<file path="config.mk">
export PLATFORM = sky130hd
export DESIGN_NAME = access_ctrl_seq
export DESIGN_NICKNAME = d
export VERILOG_FILES = /design/src/rtl/access_ctrl_seq.sv
export SDC_FILE = /design/constraint.sdc
export NUM_CORES = 1
export LEC_CHECK = 0
export ABC_AREA = 1
export ABC_CLOCK_PERIOD_IN_PS = 1500
export CAP_MARGIN = 20
export CORE_MARGIN = 3
export CORE_UTILIZATION = 45
export CTS_CLUSTER_DIAMETER = 50
export DETAILED_ROUTE_END_ITERATION = 7
export PLACE_DENSITY = 0.72
export SLEW_MARGIN = 30
export SYNTH_ARGS = -nofsm -noshare
export SYNTH_HDL_FRONTEND = slang
export SYNTH_SLANG_ARGS = --single-unit
</file>
<file path="constraint.sdc">
create_clock -name clk -period 1.5 [get_ports clk]
set_clock_uncertainty 0.05 [all_clocks]
set_input_delay 0.3 -clock clk [delete_from_list [all_inputs] [get_ports clk]]
set_output_delay 0.3 -clock clk [all_outputs]
set_load 0.01 [all_outputs]
</file>
<file path="src/rtl/access_ctrl_seq.sv">
// access_ctrl_seq
// Sequential access checker for the profile/functionality interface.
// A programmable permission table (one mask per profile) is consulted for
// every accepted request; the verdict is registered and presented one cycle
// later. A run of MAX_FAILS consecutive denials puts the block into a timed
// lockout of LOCK_CYCLES cycles during which no requests are accepted.
//
// Ports:
//   clk          - clock, all state updates on the rising edge
//   rst          - synchronous active-high reset
//   cfg_we       - permission table write enable
//   cfg_profile  - table entry to write
//   cfg_perm     - permission mask to store (bit i allows functionality bit i)
//   req_valid    - request present
//   req_ready    - block can accept a request this cycle (combinational)
//   req_profile  - requesting profile
//   req_func     - requested functionality vector
//   resp_valid   - one-cycle response pulse
//   resp_func    - req_func if granted, otherwise all-zero
//   resp_grant   - 1 = granted, 0 = denied (meaningful with resp_valid)
//   locked       - lockout active
//   fail_count   - current count of consecutive denials (saturates)
module access_ctrl_seq #(
    parameter int PROFILE_W   = 3,
    parameter int FUNC_W      = 3,
    parameter int MAX_FAILS   = 3,
    parameter int LOCK_CYCLES = 8,
    parameter int FC_W        = $clog2(MAX_FAILS + 1)
) (
    input  logic                 clk,
    input  logic                 rst,
    input  logic                 cfg_we,
    input  logic [PROFILE_W-1:0] cfg_profile,
    input  logic [FUNC_W-1:0]    cfg_perm,
    input  logic                 req_valid,
    output logic                 req_ready,
    input  logic [PROFILE_W-1:0] req_profile,
    input  logic [FUNC_W-1:0]    req_func,
    output logic                 resp_valid,
    output logic [FUNC_W-1:0]    resp_func,
    output logic                 resp_grant,
    output logic                 locked,
    output logic [FC_W-1:0]      fail_count
);

    localparam int N_PROFILES = 2 ** PROFILE_W;
    localparam int TMR_W      = (LOCK_CYCLES > 1) ? $clog2(LOCK_CYCLES) : 1;

    localparam logic [FC_W-1:0]  FAIL_MAX  = FC_W'(MAX_FAILS);
    localparam logic [FC_W-1:0]  FAIL_LAST = FC_W'(MAX_FAILS - 1);
    localparam logic [TMR_W-1:0] TMR_LOAD  = TMR_W'(LOCK_CYCLES - 1);

    typedef enum logic [0:0] {
        ST_IDLE   = 1'b0,
        ST_LOCKED = 1'b1
    } state_t;

    // A request is granted only if it asks for something and every asked-for
    // bit is present in the profile's mask; an empty request is a denial.
    function automatic logic perm_grants(input logic [FUNC_W-1:0] func,
                                         input logic [FUNC_W-1:0] perm);
        perm_grants = (func != {FUNC_W{1'b0}}) &&
                      ((func & ~perm) == {FUNC_W{1'b0}});
    endfunction

    logic [FUNC_W-1:0] perm_r [N_PROFILES];

    state_t            state_r,      state_s;
    logic [TMR_W-1:0]  timer_r,      timer_s;
    logic [FC_W-1:0]   fail_r,       fail_s;
    logic              resp_valid_r, resp_valid_s;
    logic [FUNC_W-1:0] resp_func_r,  resp_func_s;
    logic              resp_grant_r, resp_grant_s;
    logic              locked_r,     locked_s;

    logic accept_s;
    logic grant_s;

    assign req_ready = (state_r == ST_IDLE) && !rst;
    assign accept_s  = req_valid && req_ready;
    // Reads the table before this edge's write lands, so a same-cycle write
    // to the requesting profile is not yet visible.
    assign grant_s   = perm_grants(req_func, perm_r[req_profile]);

    assign resp_valid = resp_valid_r;
    assign resp_func  = resp_func_r;
    assign resp_grant = resp_grant_r;
    assign locked     = locked_r;
    assign fail_count = fail_r;

    // Permission table: cleared on reset, written in any state when cfg_we is high
    always_ff @(posedge clk) begin
        if (rst) begin
            for (int i = 0; i < N_PROFILES; i++) begin
                perm_r[i] <= {FUNC_W{1'b0}};
            end
        end else if (cfg_we) begin
            perm_r[cfg_profile] <= cfg_perm;
        end
    end

    // Next-state and next-output logic for the IDLE/LOCKED controller
    always_comb begin
        state_s      = state_r;
        timer_s      = timer_r;
        fail_s       = fail_r;
        resp_valid_s = 1'b0;
        resp_func_s  = resp_func_r;
        resp_grant_s = resp_grant_r;
        locked_s     = locked_r;
        case (state_r)
            ST_IDLE: begin
                if (accept_s) begin
                    resp_valid_s = 1'b1;
                    if (grant_s) begin
                        resp_func_s  = req_func;
                        resp_grant_s = 1'b1;
                        fail_s       = {FC_W{1'b0}};
                    end else begin
                        resp_func_s  = {FUNC_W{1'b0}};
                        resp_grant_s = 1'b0;
                        if (fail_r == FAIL_LAST) begin
                            fail_s   = FAIL_MAX;
                            locked_s = 1'b1;
                            state_s  = ST_LOCKED;
                            timer_s  = TMR_LOAD;
                        end else if (fail_r < FAIL_MAX) begin
                            fail_s = fail_r + {{(FC_W-1){1'b0}}, 1'b1};
                        end else begin
                            fail_s = FAIL_MAX;
                        end
                    end
                end else begin
                    resp_valid_s = 1'b0;
                end
            end
            ST_LOCKED: begin
                // Timer counts LOCK_CYCLES-1 down to 0, so the lockout lasts
                // exactly LOCK_CYCLES cycles.
                if (timer_r == {TMR_W{1'b0}}) begin
                    state_s  = ST_IDLE;
                    locked_s = 1'b0;
                    fail_s   = {FC_W{1'b0}};
                end else begin
                    timer_s = timer_r - {{(TMR_W-1){1'b0}}, 1'b1};
                end
            end
            default: begin
                state_s  = ST_IDLE;
                locked_s = 1'b0;
                timer_s  = {TMR_W{1'b0}};
            end
        endcase
    end

    // Controller and response registers; reset overrides every other event
    always_ff @(posedge clk) begin
        if (rst) begin
            state_r      <= ST_IDLE;
            timer_r      <= {TMR_W{1'b0}};
            fail_r       <= {FC_W{1'b0}};
            resp_valid_r <= 1'b0;
            resp_func_r  <= {FUNC_W{1'b0}};
            resp_grant_r <= 1'b0;
            locked_r     <= 1'b0;
        end else begin
            state_r      <= state_s;
            timer_r      <= timer_s;
            fail_r       <= fail_s;
            resp_valid_r <= resp_valid_s;
            resp_func_r  <= resp_func_s;
            resp_grant_r <= resp_grant_s;
            locked_r     <= locked_s;
        end
    end

endmodule

</file>
== Yosys cells after proc, flatten, opt, wreduce, memory -nomap -nowiden ==
Memories as Yosys holds them, arrays and structs flattened.
Index checks and enable logic that the tools add are counted.
Word-level totals
  memories: 1
  input bits: 16
  register bits after elaboration: 12
  memory bits (writable): 24
  output and inout port bits: 9
Memory list
  perm_r: words 8, bits a word 3, rd ports 1, clocked after Yosys merged registers in 0, write ports 8, line 66  | logic [FUNC_W-1:0] perm_r [N_PROFILES];
Cells by class
  reductions and logical operators: 13
  multiplexer cells: 32
  equality and inequality tests: 6
  bitwise logic cells: 3
  order comparisons: 1
  add/sub/neg operators: 2
Operators with widths (count)
  2-to-1 mux 3 bit: 7
  2-to-1 mux 1 bit: 16
  2-to-1 mux 2 bit: 5
  AND reduction 4 bit: 2
  logical NOT 3 bit: 2
  inequality test 2 bit (second input constant): 3
  one-hot mux 3 bit (2 select lines): 1
  inequality test 2 x 1 -> 1 bit (second input constant): 2
  one-hot mux 1 bit (2 select lines): 2
  one-hot mux 2 bit (2 select lines): 1
  AND reduction 2 bit: 2
  bitwise AND 3 bit: 1
  logical AND 1 bit: 3
  NOT 3 bit: 1
  nonzero test 3 bit: 1
  OR reduction 3 bit: 1
  subtractor 3 x 1 -> 3 bit (second input constant): 1
  adder 2 x 1 -> 2 bit (second input constant): 1
  == test 2 bit (second input constant): 1
  < comparator 2 bit (second input constant): 1
  OR reduction 2 bit: 1
  logical NOT 1 bit: 1
  NOT 1 bit: 1

== Longest topological paths before layout ==
An unclocked memory read counts as a cell.
  depth in word-level cells: 8
  depth in mapped cells: 11
  mapped depth without buffers: 10

== Worst setup path after synthesis ==
OpenSTA, ideal clock, no wires.
  kind: in2reg
  start point: input rst
  end point: register timer_r[2]
  stages: 7
  path slack: 72 ps
  library setup time: 113 ps
  arrival time: 1265 ps
  cells stage by stage: buf_4 nor2_1 nand2_2 nor2_1 o21ai_4 a21oi_2 nor2_1
On the way
  longest elaborated chain between the ends: 5
Ends and longest elaborated chain
  start: declaration: line 31  | input logic rst,
  logical NOT 1 bit: line 79  | assign req_ready = (state_r == ST_IDLE) && !rst;
  logical AND 1 bit: line 79
  net req_ready: line 36  | output logic req_ready,
  logical AND 1 bit: line 80  | assign accept_s = req_valid && req_ready;
  inequality test 2 bit (no line)
  AND reduction 4 bit (no line)
  end signal: assignment: line 160  | timer_r <= {TMR_W{1'b0}};
  end signal: assignment: line 168  | timer_r <= timer_s;
  end: declaration: line 69  | logic [TMR_W-1:0] timer_r, timer_s;
The timed path passes the listed nets, and every way through them passes these cells.
A chain may end at the register's enable or synchronous reset.

== Final worst setup path ==
  start point: register resp_valid_r, in the netlist resp_valid
  end point: output resp_valid
RTL lines
  start: declaration: line 71  | logic resp_valid_r, resp_valid_s;
  start signal: assignment: line 170  | resp_valid_r <= resp_valid_s;
  end: declaration: line 39  | output logic resp_valid,
No word-level cell between the ends.

==> summary.md <==
| Metric | Value |
|---|---|
| N_diodes | `0` |
| Core area | `roughly 3700 µm²` |
| Worst hold start | `rst` |
| Tmin final | `approximately 1.4 ns` |
| Max Slew Vio Count | `0` |
| Top_reg_cell synth | `edfxtp_1` |
| Nets | `between 200 and 300` |
| Cts bufs inserted | `5` |
| DRT Pass-1 Iters | `4` |
| Cells along the critical path | `clkdlybuf4s50_1` |
| Slowest Stage Delay on Critical Path | `approximately 0.52 ns` |
| First-pass GRT wire length | `between 5000 and 6000 µm` |
| Clk sinks | `36` |
| Cell Count, Final, Fillers Out | `about 300` |
| Crit path kind | `flop to output port` |
| Clock transition at path regs | `about 0.060 ns` |
| DRT iter0 DRCs | `131` |
| R2r endpoint | `timer_r[1]` |
| Worst r2r path cells | `9` |
| WL/cell | `11.9 µm` |
| Reg-to-reg slack, setup | `0.13 ns` |
| Share of cells above drive strength 1 | `0.176` |
| Power Dens Cells | `~880 nW/µm²` |
| Clock Latency Late Sink | `0.27 ns` |
| Top Ports | `25` |
| Die H | `a little under 70 µm` |
| Mapped Area | `1760 µm²` |
| Vias per std cell | `4.85` |
| Dpl hpwl | `2610 µm` |
| Synth unique cells | `22` |
| Placer Congestion | `~0.91` |
| Initial antenna violation count | `0` |
| Met3 Resource Use GR | `0.0411` |
| Via Count | `1,446` |
| Crit-path max FO | `1` |
| Grt total ovfl | `0` |
| Met1 GRT Util | `0.231` |
| Reg2reg start | `perm_r[2][0]` |
| Fmax | `~690 MHz` |
| Largest net degree at the start of global routing | `14` |
| Cts hold-fix bufs | `0` |
| Outcome | `complete, no violations` |
| CP delay by family, top | `buffers and inverters` |
| Register bit total from synthesis | `36` |
| Avg Cell Area, Syn | `8.65 µm²` |
| Top cells by area, synth | `edfxtp_1, dfxtp_1, nand2_1` |
| Vias in the first global route | `~1.3k` |
| DIE AREA | `4690 µm²` |
| Final Hold Fails | `0` |
| Die Width | `68.5 µm` |
| Lkg Pwr | `1.07 nW` |
| Fill count | `about 320` |
| Most frequent cells in the layout | `nand2_1, nor2_1, nand3_1, edfxtp_1, inv_1` |
| Post-synth EDFFs | `24` |
| Tightest Pin Transition | `0.299 ns` |
| Post-Syn Nets | `221` |
| Crit end category | `output port` |
| Synth Instances | `203` |
| CP required | `roughly 1.2 ns` |
| Hold Crit Depth | `2` |
| Final wirelength | `about 3600 µm` |
| Critical path arrival | `about 1.1 ns` |
| CTS max path bufs | `2` |
| Post-synth ARST share | `0` |
| Final worst-path cycle share | `0.962` |
| Setup TNS | `0 ns` |
| M2 GR Usage | `0.267` |
| FF/Latch Area | `961 µm²` |
| PortBufs | `24` |
| Sequential cell area fraction in the yosys report | `0.547` |
| Post-synth top area cell | `edfxtp_1` |
| Worst min-delay path category | `input port to flop` |
| Slowest cell on the critical path | `clkdlybuf4s50_1` |
| Multi-input combinational cell area | `688 µm²` |
| Residual DRC | `0` |
| Area grow syn2layout | `29.0%` |
| GR peak layer | `met2` |
| Post-DRT Antenna Nets | `0` |
| All-Layer GR Usage | `0.169` |
| # setup viols final | `0` |
| Buf/Inv on CP | `1` |
| Initial Utilization | `0.472` |
| H-tree Lvls | `2` |
| Most common cell after layout, fill and taps aside | `nand2_1` |
| Synth warn | `0` |
| # placed instances | `approximately 290` |
| Core Util, Final | `0.609` |
| Rows | `22` |
| Worst vdd ir | `between 0.5 and 0.6 mV` |
| Endpoint, Worst Hold | `locked` |
| Type of origin of the critical path | `flop` |
| Max Cap Violations | `0` |
| Slew headroom | `0.801` |
| CTS tree | `yes` |
| Post-synth top area share | `0.411` |
| CTS root buf | `clkbuf_8` |
power by group:
group | switching [mW] | total (mW) | internal [mW]
Sequential | 0.0173 | 1.12 | 1.11
Clock | 0.306 | 0.612 | 0.306
Combinational | 0.151 | 0.267 | 0.117
Total | 0.474 | 2.00 | 1.53
final cells by class:
class,count,share of cell area
tap,48,0.0265
clock inverter,2,0.00331
timing repair inverter,1,0.00331
inverter,21,0.0359
clock buffer,5,0.0304
timing repair buffer,43,0.172
sequential,36,0.424
multi-input combinational,142,0.304
stage by stage:
step / total power [mW] / setup slack [ns] / hold WS (ns) / instance area, µm²
floorplan: 1.29 / 0.0721 / 0.408 / 1760
global placement: 1.41 / -0.448 / 0.400 / 2160
detailed placement: 1.41 / -0.470 / 0.407 / 2160
CTS: 2.01 / 0.00111 / 0.388 / 2240
global route: 2.10 / -0.00442 / 0.419 / 2260
finish: 2.00 / 0.0568 / 0.402 / 2260
registers in the layout (all words and copies together) (netlist names):
signal	flops
resp_valid	1
perm_r	24
fail_count	2
resp_func	3
state_r	1
locked	1
timer_r	3
resp_grant	1
routing by layer:
layer	part of all wire	routed length [µm]	up-vias
met5	0	0	-
met4	0.0048	17	0
met3	0.060	214	2
met2	0.48	1690	43
met1	0.46	1630	649
li1	-	-	752
what timing repair did:
action | 4_1_cts | 5_1_grt
setup buffers | 0 | 1
resized for setup | 12 | 10
pin swaps | 2 | 1
endpoints found under the setup margin | 48 | 9
gates cloned | 0 | 1
worst max-delay path by stage:
stage	start	endpoint	slack, ns	cells after the start
2_1_floorplan	rst	timer_r[2]	0.07	7
3_3_place_gp	req_profile[0]	timer_r[1]	-0.45	11
3_5_place_dp	req_profile[0]	timer_r[0]	-0.47	11
4_1_cts	resp_func[2]	resp_func[2]	0.001	1
5_1_grt	req_func[0]	locked	-0.004	6
6_report	resp_valid	resp_valid	0.06	1
cell families after synthesis:
logic type	after synthesis	synth area share
flip-flops	36	0.547
AO/OA/AOI/OAI	12	0.0449
buffers and inverters	25	0.0649
XOR/XNOR	1	0.00499
adder cells (fa/ha/maj)	2	0.0143
AND/OR/NAND/NOR	127	0.324
synth_stat cells, types with 3 or more instances:
cell / instances
nand2_1: 56
nand3_2: 3
nand3_1: 26
inv_1: 20
nor2_1: 34
o21ai_0: 3
a21oi_1: 6
edfxtp_1: 24
dfxtp_1: 12
Power figures use the tool's default switching activity.
